$ cat config.mk
export PLATFORM = sky130hd
export DESIGN_NAME = axi_stream_pwm_pattern
export DESIGN_NICKNAME = d
export VERILOG_FILES = /design/src/rtl/axi_stream_pwm_pattern.sv
export SDC_FILE = /design/constraint.sdc
export NUM_CORES = 1
export LEC_CHECK = 0
export ABC_AREA = 1
export CORE_ASPECT_RATIO = 0.6
export CORE_MARGIN = 5
export CORE_UTILIZATION = 45
export CTS_CLUSTER_DIAMETER = 50
export DETAILED_ROUTE_END_ITERATION = 10
export PLACE_DENSITY = 0.73
export SETUP_SLACK_MARGIN = 0.05
export SLEW_MARGIN = 20
export SYNTH_ARGS = -nofsm -noshare
export SYNTH_HDL_FRONTEND = slang
export SYNTH_SLANG_ARGS = --single-unit
export TNS_END_PERCENT = 100
$ cat constraint.sdc
create_clock -name in_clock -period 2.28 [get_ports in_clock]
set_clock_uncertainty 0.15 [all_clocks]
set_input_delay 0.57 -clock in_clock [delete_from_list [all_inputs] [get_ports in_clock]]
set_output_delay 0.57 -clock in_clock [all_outputs]
set_load 0.05 [all_outputs]
$ cat src/rtl/axi_stream_pwm_pattern.sv
// Stream master feeding a PWM stage with duty codes in one of four patterns:
// triangle, sawtooth up, sawtooth down or constant. Each code repeats in_repeat+1 times.
module axi_stream_pwm_pattern #(
  parameter int WIDTH        = 5,
  parameter int REPEAT_WIDTH = 4
) (
  input  logic                    in_clock,
  input  logic                    in_reset,
  input  logic                    in_enable,
  input  logic [1:0]              in_mode,
  input  logic [WIDTH-1:0]        in_level,
  input  logic [REPEAT_WIDTH-1:0] in_repeat,
  input  logic                    in_ready,
  output logic                    out_valid,
  output logic [WIDTH-1:0]        out_data,
  output logic                    out_period_done,
  output logic                    out_busy
);

  localparam logic [WIDTH-1:0] MAXV    = {WIDTH{1'b1}};
  localparam logic [1:0]       M_TRI   = 2'd0;
  localparam logic [1:0]       M_UP    = 2'd1;
  localparam logic [1:0]       M_DN    = 2'd2;
  localparam logic [1:0]       M_CONST = 2'd3;

  typedef enum logic {IDLE, SEND} state_t;

  state_t                  state_q, state_d;
  logic [WIDTH-1:0]        code_q, code_d;
  logic [REPEAT_WIDTH-1:0] rep_cnt_q, rep_cnt_d;
  logic                    dir_down_q, dir_down_d;
  logic [1:0]              mode_q, mode_d;
  logic [WIDTH-1:0]        level_q, level_d;
  logic [REPEAT_WIDTH-1:0] repeat_q, repeat_d;
  logic                    period_done_q, period_done_d;

  logic                    xfer;
  logic [WIDTH-1:0]        code_inc;
  logic [WIDTH-1:0]        code_dec;
  logic                    last_code;

  function automatic logic [WIDTH-1:0] start_code(input logic [1:0] mode,
                                                  input logic [WIDTH-1:0] level);
    case (mode)
      M_DN:    start_code = MAXV;
      M_CONST: start_code = level;
      default: start_code = '0;
    endcase
  endfunction

  assign xfer     = (state_q == SEND) && in_ready;
  assign code_inc = code_q + 1'b1;
  assign code_dec = code_q - 1'b1;

  always_comb begin
    last_code = 1'b0;
    case (mode_q)
      M_UP:    last_code = (code_q == MAXV);
      M_DN:    last_code = (code_q == '0);
      M_TRI:   last_code = dir_down_q && (code_q == WIDTH'(1));
      default: last_code = 1'b1;
    endcase
  end

  always_comb begin
    state_d       = state_q;
    code_d        = code_q;
    rep_cnt_d     = rep_cnt_q;
    dir_down_d    = dir_down_q;
    mode_d        = mode_q;
    level_d       = level_q;
    repeat_d      = repeat_q;
    period_done_d = 1'b0;
    case (state_q)
      IDLE: begin
        if (in_enable) begin
          state_d    = SEND;
          mode_d     = in_mode;
          level_d    = in_level;
          repeat_d   = in_repeat;
          code_d     = start_code(in_mode, in_level);
          dir_down_d = 1'b0;
          rep_cnt_d  = '0;
        end
      end
      default: begin
        if (xfer) begin
          if (rep_cnt_q < repeat_q) begin
            rep_cnt_d = rep_cnt_q + 1'b1;
          end else begin
            rep_cnt_d     = '0;
            period_done_d = last_code;
            if (!in_enable) begin
              state_d    = IDLE;
              code_d     = '0;
              dir_down_d = 1'b0;
            end else begin
              // Config is only re-latched here so a code never changes mid-repeat.
              mode_d   = in_mode;
              level_d  = in_level;
              repeat_d = in_repeat;
              if (in_mode != mode_q) begin
                code_d     = start_code(in_mode, in_level);
                dir_down_d = 1'b0;
              end else begin
                case (mode_q)
                  M_UP:    code_d = code_inc;
                  M_DN:    code_d = code_dec;
                  M_CONST: code_d = in_level;
                  default: begin
                    if (!dir_down_q) begin
                      code_d = code_inc;
                      if (code_inc == MAXV) dir_down_d = 1'b1;
                    end else begin
                      code_d = code_dec;
                      if (code_dec == '0) dir_down_d = 1'b0;
                    end
                  end
                endcase
              end
            end
          end
        end
      end
    endcase
  end

  always_ff @(posedge in_clock) begin
    if (in_reset) begin
      state_q       <= IDLE;
      code_q        <= '0;
      rep_cnt_q     <= '0;
      dir_down_q    <= 1'b0;
      mode_q        <= '0;
      level_q       <= '0;
      repeat_q      <= '0;
      period_done_q <= 1'b0;
    end else begin
      state_q       <= state_d;
      code_q        <= code_d;
      rep_cnt_q     <= rep_cnt_d;
      dir_down_q    <= dir_down_d;
      mode_q        <= mode_d;
      level_q       <= level_d;
      repeat_q      <= repeat_d;
      period_done_q <= period_done_d;
    end
  end

  assign out_valid       = (state_q == SEND);
  assign out_busy        = (state_q != IDLE);
  assign out_data        = code_q;
  assign out_period_done = period_done_q;

endmodule

### Yosys cells after proc, flatten, opt, wreduce, memory -nomap -nowiden

Index checks and enable logic that the tools add are counted.

| word-level totals | value |
|---|---|
| flip-flop bits (word level) | 18 |
| memory bits (read-only) | 0 |
| output and inout port bits | 8 |
| RAM bits | 0 |
| bits in latches | 0 |
| input bits | 15 |
| memories | 0 |
| word-level logic and storage cells | 73 |

| cells by class | value |
|---|---|
| shift operators | 0 |
| mux-type cells | 36 |
| reductions and logical operators | 12 |
| add/sub/neg operators | 3 |
| bitwise gates (word level) | 2 |
| div/mod/pow operators | 0 |
| multipliers | 0 |
| magnitude comparators | 1 |
| equal/unequal tests | 12 |

Operator list:

| cell | number |
|---|---|
| two-way mux 5 bit | 7 |
| two-way mux 4 bit | 8 |
| case mux 5 bit (3 select lines) | 1 |
| two-way mux 1 bit | 14 |
| == test 5 bit, second input constant | 2 |
| zero test 5 bit | 2 |
| case mux 5 bit (2 select lines) | 1 |
| == test 2 bit, second input constant | 4 |
| two-way mux 2 bit | 4 |
| adder 5 x 1 -> 5 bit, second input constant | 1 |
| == test 5 x 1 -> 1 bit, second input constant | 1 |
| subtractor 5 x 1 -> 5 bit, second input constant | 1 |
| adder 4 x 1 -> 4 bit, second input constant | 1 |
| less-than comparator 4 bit | 1 |
| inequality test 4 x 3 -> 1 bit, second input constant | 1 |
| AND reduction 2 bit | 2 |
| AND reduction 4 bit | 1 |
| OR reduction 4 bit | 1 |
| case mux 1 bit (3 select lines) | 1 |
| AND reduction 3 bit | 1 |
| OR reduction 3 bit | 1 |
| == test 2 x 1 -> 1 bit, second input constant | 1 |
| logical AND 1 bit | 2 |
| zero test 2 bit | 1 |
| 5 further kinds | 6 |

### Depth between registers and ports, before layout

| depth | value |
|---|---|
| depth in word-level cells | 10 |
| mapped depth | 13 |
| gate-level depth less buffers | 13 |

### Worst setup path before layout

OpenSTA, ideal clock, no wires.

| timing | value |
|---|---|
| kind | register -> register |
| start | register code_q[0] (netlist: out_data[0]) |
| end | register code_q[4] (netlist: out_data[4]) |
| path buffers | 0 |
| clock period less this slack | 2.183 ns |
| path slack | 0.097 ns |
| cell stages (with the launch flop) | 12 |
| data required time | 2.013 ns |
| setup time | 0.117 ns |
| arrival time | 1.916 ns |
| cell sequence | dfxtp_1 ha_1 nand2_1 nor2_1 ha_1 or2_2 nand2_1 nand2_1 nand2_1 nand2_1 nand2_1 a21oi_1 |

| between the ends | value |
|---|---|
| longest elaborated chain between the ends | 8 |
| elaborated cells on any way between the ends | 9 |
| those cells by class | add/sub (2); mux (7) |

Ends and longest elaborated chain:

| item | line | RTL |
|---|---|---|
| from (decl) | 29 | `logic [WIDTH-1:0] code_q, code_d;` |
| from (signal assigned) | 140 | `code_q <= code_d;` |
| adder 5 x 1 -> 5 bit / subtractor 5 x 1 -> 5 bit (equally long branches) | 52, 53 |  |
| two-way mux 5 bit | 111 | `if (!dir_down_q) begin` |
| case mux 5 bit (3 select lines) * | 106 | `case (mode_q)` |
| two-way mux 5 bit * | 102 | `if (in_mode != mode_q) begin` |
| two-way mux 5 bit * | 93 | `if (!in_enable) begin` |
| two-way mux 5 bit * | 88 | `if (rep_cnt_q < repeat_q) begin` |
| two-way mux 5 bit * | 87 | `if (xfer) begin` |
| two-way mux 5 bit * | 74 | `case (state_q)` |

Mark *: on every way between the ends. The rest lies on a longest branch, timed or not. The select of a mux whose other input is x is not followed.
A chain may end at the register's enable or synchronous reset.

### Final worst setup path

| timing | value |
|---|---|
| start | register period_done_q (netlist: out_period_done) |
| end | output port out_period_done |

RTL lines:

| item | line | RTL |
|---|---|---|
| from (decl) | 35 | `logic period_done_q, period_done_d;` |
| from (signal assigned) | 146 | `period_done_q <= period_done_d;` |
| to (decl) | 16 | `output logic out_period_done,` |

No word-level cell between the ends.

==> impl_metrics.csv <==
group,metric,value,unit
worst_setup_path,crit_buf_inv,1,
logic_synthesis,syn_inst,240,
route,drc_errors,0,
sta,max_clock_freq,482,MHz
cells_and_area,final_area,1820,sq um
clocking,cts.sinks,18,
logic_synthesis,yosys.area.top_type,"dfxtp_1",
logic_synthesis,ys_top_cells_by_area,"dfxtp_1 24%, nand2_1 18%, ha_1 9.2%",
power_and_ir_drop,p_clk_share,23.3,%
route,drt_wl_total,3.92,mm
grt,overflow,0,
logic_synthesis,synth_ff_type,"dfxtp_1",
floorplan,initial_utilization,46.4,%
worst_setup_path,crit_chain,"clkdlybuf4s50_1",
cells_and_area,area_growth,22.1,%
logic_synthesis,yosys.cell_types.count,27,
power_and_ir_drop,p_leak,0.929,nW
worst_setup_path,slowest_delay,0.79,ns
floorplan,chipHeight,54.6,um
placement,io_buffers,22,
worst_setup_path,critical_path.max_fanout,1,
power_and_ir_drop,pwr-share-seq,33.7,%
sta,rsz0062_at_grt,"false",
cells_and_area,nNetsFinal,293,
logic_synthesis,avgSynthCellArea,6.22,sq um
placement,dp_hpwl,3.17,mm
power_and_ir_drop,ir_drop,295,uV
logic_synthesis,synth_top_area_share,24.1,%
placement,pre_cts_ws,0.0861,ns
clocking,clk_latency,0.26,ns
floorplan,core,3220,sq um
grt,grt_max_degree,13,
cells_and_area,drive_above_1_share,12.0,%
grt,grt_pass1_wl,6.43,mm
logic_synthesis,syn_nets,266,
route,drt_iter0_markers,112,
clocking,ctsRootBufferMaster,"clkbuf_8",
clocking,cts_buffers,3,
sta,finalWorstSetupSlack,0.205,ns
sta,hold_slack,0.373,ns
logic_synthesis,ys_warn_count,0,
logic_synthesis,synth_most_common_cell,"nand2_1",
sta,fin_crit,2.08,ns
sta,finalSetupTns,0,ns
min_path,min_path_type,"register to register",
sta,tightest_slew,0.499,ns
worst_setup_path,start_kind,"register",
route,drtPass1Iterations,5,
logic_synthesis,synth-async-reset-ratio,0,%
floorplan,placement_rows,16,
logic_synthesis,synth_edf_count,0,
placement,dp.cells,307,
worst_setup_path,cp.required,1.56,ns
sta,period_share,91.0,%
power_and_ir_drop,power.net_switching,0.466,mW
worst_setup_path,endpoint_kind,"primary output",
route,drtAntennaViolNets,0,
clocking,clockBufferDepth,2,
power_and_ir_drop,swShare,40.5,%
logic_synthesis,synthTopCellsByCount,"73 x nand2_1, 33 x nor2_1, 26 x inv_1",
grt,grt_pass1_vias,1321,
worst_setup_path,critPathTopFamily,"buffers and inverters",
cells_and_area,utilization,56.6,%
sta,drv_slew,0,
power_and_ir_drop,pwr-share-comb,43.1,%
power_and_ir_drop,power,1.15,mW
power_and_ir_drop,cellInternalPower,0.684,mW
floorplan,die_x,84.4,um
placement,placed_area,1770,sq um
logic_synthesis,netlist_area,1490,sq um
route,wl_per_cell,12.6,um
placement,gp_congestion,0.947,
floorplan,die-area,4610,sq um
clocking,clkTransAtPathRegs,0.08,ns
clocking,hold_buffers,0,
sta,setup_viol,0,
grt,antenna_found_initial,0,
cells_and_area,n_antenna_cell,0,
run_status,status,"finished, final reports clean",
cells_and_area,stdcell_count,311,
grt,grt_use_total,18.1,%
worst_setup_path,slowest_stage,"clkdlybuf4s50_1",
clocking,htreeDepth,1,
logic_synthesis,synth-seq-cells,18,
route,vias,1527,
route,vias_per_cell,4.91,
power_and_ir_drop,power_density,630,nW/um^2
flow_run,maxCapViolCount,0,
worst_setup_path,critPathKind,"register to primary output",
sta,final-hold-violation-count,0,
floorplan,ioPinCount,23,
clocking,cts_tree,"done",
worst_setup_path,arrival,1.36,ns
sta,relSlewSlack,66.7,%
logic_synthesis,ys_seq_area_share,24.1,%
==> layout by cell type, fill, tap and decap left out, types with 4 or more instances in the layout <==
master	count
buf_4	11
dfxtp_1	17
o21ai_0	10
nand2_1	73
o21ai_1	4
clkbuf_8	4
a21oi_1	11
nand4_1	5
nand3_1	18
xor2_1	4
inv_1	26
ha_1	11
clkdlybuf4s50_1	15
nor2_1	33
==> worst min-delay path, cell delays in order, from the launching register on <==
cell,delay [ns]
dfxtp_1,0.35
nand2_1,0.08
a21oi_1,0.05
==> sequential cells by signal (all words and copies together) (netlist names) <==
register and flops:
rep_cnt_q 4, repeat_q 4, out_data 5, mode_q 2
out_busy 1, out_period_done 1, dir_down_q 1
==> worst paths after layout <==
| kind | start | cells after the start | slack [ns] | endpoint |
|---|---|---|---|---|
| setup reg to reg | out_data[0]$_SDFFE_PP0P_ | 11 | 0.30 | out_data[4]$_SDFFE_PP0P_ |
| setup / recovery | out_period_done$_SDFF_PP0_ | 1 | 0.20 | out_period_done |
| hold reg to reg | rep_cnt_q[0]$_SDFFE_PP0P_ | 2 | 0.37 | rep_cnt_q[0]$_SDFFE_PP0P_ |
| hold / removal | rep_cnt_q[0]$_SDFFE_PP0P_ | 2 | 0.37 | rep_cnt_q[0]$_SDFFE_PP0P_ |
==> timing repair <==
item | 4_1_cts | 5_1_grt
endpoints found under the hold margin | 0 | 0
setup buffers | 0 | 0
gates resized for setup | 0 | 2
setup endpoints to repair | 0 | 3
==> area by class of cell <==
class                      instances  area [sq um]
fill                             332          1400
multi-input combinational        186           955
sequential                        18           362
timing repair buffer              29           285
inverter                          29           111
tap                               45          56.3
clock buffer                       4          55.1
==> logic make-up after synthesis <==
| group | count (synthesis) | share of synthesized area (%) |
|---|---|---|
| DFF | 18 | 24.1 |
| buffers and inverters | 36 | 12.0 |
| and+or+nand+nor | 142 | 41.3 |
| AOI/OAI and AO/OA | 27 | 9.88 |
| adders and majority gates | 11 | 9.21 |
| xor gates and xnor gates | 6 | 3.52 |
==> power by group through the flow <==
stage / Sequential [mW] / Combinational [mW] / Clock [mW]
after floorplan: 0.425 / 0.323 / 0
after global placement: 0.394 / 0.489 / 0
after detailed placement: 0.393 / 0.489 / 0
after CTS: 0.385 / 0.492 / 0.280
after global routing: 0.393 / 0.554 / 0.292
final: 0.387 / 0.495 / 0.268
==> layer usage <==
metal  share of wire, %  vias up  track usage, %
met4               0.46        0            2.37
met5                  0        -               0
met2                 35       57            23.8
li1                   -      806               -
met1                 54      660            27.2
met3                 11        4            7.52
No activity file was read; power rests on OpenSTA's default activity.
